<file path="src/rtl/adam_mem_to_axil.sv">
`default_nettype none
// +----------------------------------------------------------------------------+
// | adam_mem_to_axil                                                           |
// | Bridges the adam_mem request/grant protocol to a single-outstanding        |
// | AXI-Lite initiator. Optional watchdog: ADAM_MEM_TO_AXIL_TIMEOUT_EN.        |
// | Revision: 1.0                                                              |
// +----------------------------------------------------------------------------+
module adam_mem_to_axil #(
  parameter int ADDR_WIDTH     = 32,
  parameter int DATA_WIDTH     = 32,
  parameter int TIMEOUT_CYCLES = 1024,
  localparam int STRB_WIDTH    = DATA_WIDTH / 8
) (
  input  logic                  clk,
  input  logic                  rstn,

  input  logic                  mem_req,
  output logic                  mem_gnt,
  input  logic [ADDR_WIDTH-1:0] mem_addr,
  input  logic                  mem_we,
  input  logic [STRB_WIDTH-1:0] mem_be,
  input  logic [DATA_WIDTH-1:0] mem_wdata,
  output logic                  mem_rvalid,
  output logic [DATA_WIDTH-1:0] mem_rdata,
  output logic                  mem_err,

  output logic [ADDR_WIDTH-1:0] aw_addr,
  output logic [2:0]            aw_prot,
  output logic                  aw_valid,
  input  logic                  aw_ready,
  output logic [DATA_WIDTH-1:0] w_data,
  output logic [STRB_WIDTH-1:0] w_strb,
  output logic                  w_valid,
  input  logic                  w_ready,
  input  logic [1:0]            b_resp,
  input  logic                  b_valid,
  output logic                  b_ready,
  output logic [ADDR_WIDTH-1:0] ar_addr,
  output logic [2:0]            ar_prot,
  output logic                  ar_valid,
  input  logic                  ar_ready,
  input  logic [DATA_WIDTH-1:0] r_data,
  input  logic [1:0]            r_resp,
  input  logic                  r_valid,
  output logic                  r_ready
);

  typedef enum logic [2:0] {
    S_IDLE  = 3'd0,
    S_WADDR = 3'd1,
    S_WRESP = 3'd2,
    S_RADDR = 3'd3,
    S_RRESP = 3'd4
  } state_t;

  localparam logic [ADDR_WIDTH-1:0] c_addr_mask = ~ADDR_WIDTH'(STRB_WIDTH - 1);

  state_t                r_state;
  state_t                w_state_nxt;
  logic                  r_aw_pend;
  logic                  r_w_pend;
  logic [ADDR_WIDTH-1:0] r_addr;
  logic [STRB_WIDTH-1:0] r_be;
  logic [DATA_WIDTH-1:0] r_wdata;
  logic                  r_rvalid;
  logic [DATA_WIDTH-1:0] r_rdata;
  logic                  r_err;

  logic                  w_grant;
  logic                  w_wr_done;
  logic                  w_rd_done;
  logic                  w_timeout;
  logic                  w_unused;

  // Grant is gated by rstn so nothing is accepted while reset is held.
  assign w_grant   = (r_state == S_IDLE) && mem_req && rstn;
  assign w_wr_done = (r_state == S_WRESP) && b_valid && !w_timeout;
  assign w_rd_done = (r_state == S_RRESP) && r_valid && !w_timeout;
  assign w_unused  = b_resp[0] ^ r_resp[0];

`ifdef ADAM_MEM_TO_AXIL_TIMEOUT_EN
  localparam int c_cnt_w = $clog2(TIMEOUT_CYCLES + 1);

  logic [c_cnt_w-1:0] r_cnt;

  // Counter reads 0 in the first cycle after grant, so the limit fires in
  // the TIMEOUT_CYCLES-th busy cycle.
  always_ff @(posedge clk) begin
    if (!rstn) begin
      r_cnt <= '0;
    end else if (w_grant) begin
      r_cnt <= '0;
    end else if (r_state != S_IDLE) begin
      r_cnt <= r_cnt + c_cnt_w'(1);
    end
  end

  assign w_timeout = (r_state != S_IDLE) && (r_cnt == c_cnt_w'(TIMEOUT_CYCLES - 1));
`else
  localparam logic [31:0] c_timeout_unused = 32'(TIMEOUT_CYCLES);

  assign w_timeout = 1'b0;
`endif

  always_ff @(posedge clk) begin
    if (!rstn) begin
      r_state <= S_IDLE;
    end else begin
      r_state <= w_state_nxt;
    end
  end

  always_comb begin
    w_state_nxt = r_state;
    case (r_state)
      S_IDLE: begin
        if (w_grant) begin
          w_state_nxt = mem_we ? S_WADDR : S_RADDR;
        end
      end
      S_WADDR: begin
        // Either channel may already be done; a handshake this cycle counts too.
        if ((!r_aw_pend || aw_ready) && (!r_w_pend || w_ready)) begin
          w_state_nxt = S_WRESP;
        end
      end
      S_WRESP: begin
        if (b_valid) begin
          w_state_nxt = S_IDLE;
        end
      end
      S_RADDR: begin
        if (ar_ready) begin
          w_state_nxt = S_RRESP;
        end
      end
      S_RRESP: begin
        if (r_valid) begin
          w_state_nxt = S_IDLE;
        end
      end
      default: w_state_nxt = S_IDLE;
    endcase
    if (w_timeout) begin
      w_state_nxt = S_IDLE;
    end
  end

  always_ff @(posedge clk) begin
    if (!rstn) begin
      r_aw_pend <= 1'b0;
      r_w_pend  <= 1'b0;
    end else if (w_grant) begin
      r_aw_pend <= mem_we;
      r_w_pend  <= mem_we;
    end else if (w_timeout) begin
      r_aw_pend <= 1'b0;
      r_w_pend  <= 1'b0;
    end else begin
      if (aw_ready) begin
        r_aw_pend <= 1'b0;
      end
      if (w_ready) begin
        r_w_pend <= 1'b0;
      end
    end
  end

  always_ff @(posedge clk) begin
    if (!rstn) begin
      r_addr  <= '0;
      r_be    <= '0;
      r_wdata <= '0;
    end else if (w_grant) begin
      r_addr  <= mem_addr;
      r_be    <= mem_be;
      r_wdata <= mem_wdata;
    end
  end

  always_ff @(posedge clk) begin
    if (!rstn) begin
      r_rvalid <= 1'b0;
      r_rdata  <= '0;
      r_err    <= 1'b0;
    end else begin
      r_rvalid <= w_wr_done || w_rd_done || w_timeout;
      if (w_timeout) begin
        r_rdata <= '0;
        r_err   <= 1'b1;
      end else if (w_wr_done) begin
        r_rdata <= '0;
        r_err   <= b_resp[1];
      end else if (w_rd_done) begin
        r_rdata <= r_data;
        r_err   <= r_resp[1];
      end
    end
  end

  assign mem_gnt    = w_grant;
  assign mem_rvalid = r_rvalid;
  assign mem_rdata  = r_rdata;
  assign mem_err    = r_err;

  assign aw_addr  = r_addr & c_addr_mask;
  assign aw_prot  = 3'b000;
  assign aw_valid = r_aw_pend;
  assign w_data   = r_wdata;
  assign w_strb   = r_be;
  assign w_valid  = r_w_pend;
  assign b_ready  = (r_state == S_WRESP);
  assign ar_addr  = r_addr & c_addr_mask;
  assign ar_prot  = 3'b000;
  assign ar_valid = (r_state == S_RADDR);
  assign r_ready  = (r_state == S_RRESP);

endmodule
`default_nettype wire

</file>
<file path="config.mk">
export PLATFORM = sky130hd
export DESIGN_NAME = adam_mem_to_axil
export DESIGN_NICKNAME = d
export VERILOG_FILES = /design/src/rtl/adam_mem_to_axil.sv
export SDC_FILE = /design/constraint.sdc
export NUM_CORES = 1
export LEC_CHECK = 0
export ABC_AREA = 1
export CORE_UTILIZATION = 37
export DETAILED_ROUTE_END_ITERATION = 8
export GPL_TIMING_DRIVEN = 0
export PLACE_DENSITY = 0.8
export REMOVE_ABC_BUFFERS = 1
export SYNTH_ARGS = -nofsm -noshare
export SYNTH_HDL_FRONTEND = slang
export SYNTH_SLANG_ARGS = --single-unit
export TNS_END_PERCENT = 50
</file>
<file path="constraint.sdc">
create_clock -name clk -period 2 [get_ports clk]
set_clock_uncertainty 0.2 [all_clocks]
set_input_delay 0.2 -clock clk [delete_from_list [all_inputs] [get_ports clk]]
set_output_delay 0.2 -clock clk [all_outputs]
set_load 0.05 [all_outputs]
</file>
==> qor.yml <==
yosys:
  synth-main-ff-cell: "dfxtp_1"
  ys_seq_area_share_pct: 51.6
  synth_area_per_cell_sq_um: 7.66
  async_flop_share_pct: 0
  synthDistinctLibCells: 19
  ys_warn_count: 0
  synth_enable_flop_cells: 0
  synth_seq_cells: 105
  syn_area_sq_um: 4080
  netlist_instances: 532
route:
  drc: 0
  drt_pass1_iterations: 4
  ant_nets: 0
  viasPerCell: 4.64
  routed_wl_um: 12400
  wl_per_cell_um: 14.3
  num_vias: 4033
  drt_iter0_markers: 265
worst_setup_path:
  worstPathMaxFanout: 3
  critPathBufInv: 1
  regToRegEndpoint: "mem_err"
  slowest_delay_ns: 0.82
  cp_cell_sequence: "clkdlybuf4s50_1"
  critPathKind: "flip-flop to output pin"
  cpLargestDelayFamily: "buffers and inverters"
  cp_slowest_cell: "clkdlybuf4s50_1"
  r2r_start: "r_state[0]"
  startpoint_type: "flip-flop"
  cp.required_ns: 1.60
  worstPathArrival_ns: 1.56
  rr_worst_depth: 5
  endpoint_kind: "output pin"
  r2r_slack_ns: 0.21
finish:
  final_nets: 841
  regArea_sq_um: 2110
  diodes: 0
  drive_above_1_share_pct: 5.05
  multi_input_area_sq_um: 1520
  area_growth_pct: 62.6
  nFillCells: 881
  final_core_util_pct: 63.1
global_route:
  grt_max_degree: 53
  overflow: 0
  grt_antenna_before_repair: 0
  grt_pass1_wl_um: 19100
  grt_pass1_vias: 4036
  grt_usage_pct: 21.2
timing:
  hold_viol_final: 0
  tightest_slew_ns: 0.579
  fin_ws_ns: 0.0427
  max-slew-margin-rel_pct: 61.2
  post-route-min-period_ns: 1.96
  final_max_slew_viol_count: 0
  finalSetupViolations: 0
  fmax_mhz: 511
  finalCritPeriodShare_pct: 97.9
clocking:
  hold_buffers: 0
  clockRootBuffer: "clkbuf_8"
  clk_latency_ns: 0.35
  tritoncts: "yes"
  htree_levels: 3
  cts_buffer_depth: 2
  clkSinkCount: 105
  clk_pin_slew_ns: 0.10
  cts_buffers: 9
run_status:
  status: "completed"
placement:
  dp_hpwl_um: 8680
  io_buffers: 244
  gp_congestion: 0.778
  place_ws_ns: -1.28
min_path:
  hold_class: "input port to flip-flop"
  hp-start: "rstn"
  hold_end: "r_addr[11]"
  whs_path_depth: 3
floorplanning:
  die_w_um: 107
  rows: 37
  initial_core_util_pct: 38.8
  core_area_sq_um: 10500
  dieHeight_um: 107
  boundaryPins: 259
  die-area_sq_um: 11400
power_and_ir_drop:
  power_leakage_nw: 3.05
  vdd.ir_drop.worst_mv: 0.679
  power_density_nw_per_um2: 1250
  finalPower_w: 0.00829
flow_run:
  max_cap_viol_count: 0
[worst min-delay path, cell delays in order]
cell,delay (ns)
buf_2,0.25
nand3_1,0.14
nand2_1,0.05
[cell type report]
cell class / count / share of cell area (%)
tap: 136 / 2.57
timing repair inverter: 2 / 0.264
timing repair buffer: 248 / 38.5
clock inverter: 6 / 1.02
clock buffer: 10 / 2.08
sequential: 105 / 31.8
inverter: 11 / 1.00
multi-input combinational: 351 / 22.9
[stage by stage]
| step | instances | hold WS, ns | TNS [ns] | instance area [sq um] |
|---|---|---|---|---|
| 2_1_floorplan | 467 | 0.103 | -7.61 | 3630 |
| 3_3_place_gp | 847 | 0.252 | -235.22 | 6250 |
| 3_5_place_dp | 849 | 0.255 | -41.87 | 6280 |
| 4_1_cts | 867 | 0.0992 | 0 | 6550 |
| 5_1_grt | 869 | 0.129 | -0.00493 | 6630 |
| 6_report | 869 | 0.120 | 0 | 6630 |
[how the worst max path moves through the flow]
stage                             from      endpoint  depth (start not counted)
after floorplan             r_state[1]       mem_err                          4
after global placement            rstn       mem_gnt                          4
after detailed placement          rstn       mem_gnt                          5
after CTS                 mem_rdata[7]  mem_rdata[7]                          1
after global routing        r_addr[31]   aw_addr[31]                          1
final                       r_addr[24]   ar_addr[24]                          1
[what timing repair did]
action | CTS | global route
setup buffers | 1 | 1
endpoints found under the setup margin | 106 | 40
gates resized for setup | 31 | 24
gates cloned | 1 | 1
pin swaps | 2 | 2
[synth_stat cells (3+ instances only)]
cell type  number  area, sq um
buf_1          10         37.5
nand3_1        71          355
clkbuf_1        6         22.5
buf_6           3         33.8
inv_1           9         33.8
a21oi_1        35          175
buf_4          43          323
nand2_1       217          815
buf_2          12         60.1
dfxtp_1       105         2100
nor2_1          8         30.0
[state kept, by name (all words and copies together) (netlist names)]
name        count
w_data         32
w_valid         1
mem_rvalid      1
mem_rdata      32
r_state         3
aw_valid        1
mem_err         1
w_strb          4
r_addr         30
[cell families (layout without fill, tap and decap cells)]
family | after synthesis | in the layout | share of synthesized area (%)
buf+inv | 85 | 277 | 12.7
flops | 105 | 105 | 51.6
simple gates | 303 | 303 | 30.9
compound gates | 38 | 38 | 4.70
other cells | 1 | 10 | 0.0920
[report_power, final]
group / switching (W) / internal [W] / total, W
registers: 0.000286 / 0.00249 / 0.00278
logic: 0.00286 / 0.00133 / 0.00419
clock network: 0.000705 / 0.000615 / 0.00132
[routing by layer]
metal	track usage, %	wire [um]
met1	23.5	4810
met2	38.2	6250
met3	5.90	1130
met4	8.32	211
met5	0	0
[layout by cell type (no fill, tap or decap), drive strengths merged]
master,count
clkdlybuf4s15,3
a21oi,35
bufinv,1
buf,6
dlygate4sd2,1
a31oi,1
o21ai,2
clkbuf,10
nor2,8
nand2,217
clkinv,4
inv,12
nor3,3
conb,10
dfxtp,105
clkinvlp,2
clkdlybuf4s50,218
nand3b,2
nand3,73
dlymetal6s2s,20
(Power assumes the default switching activity.)
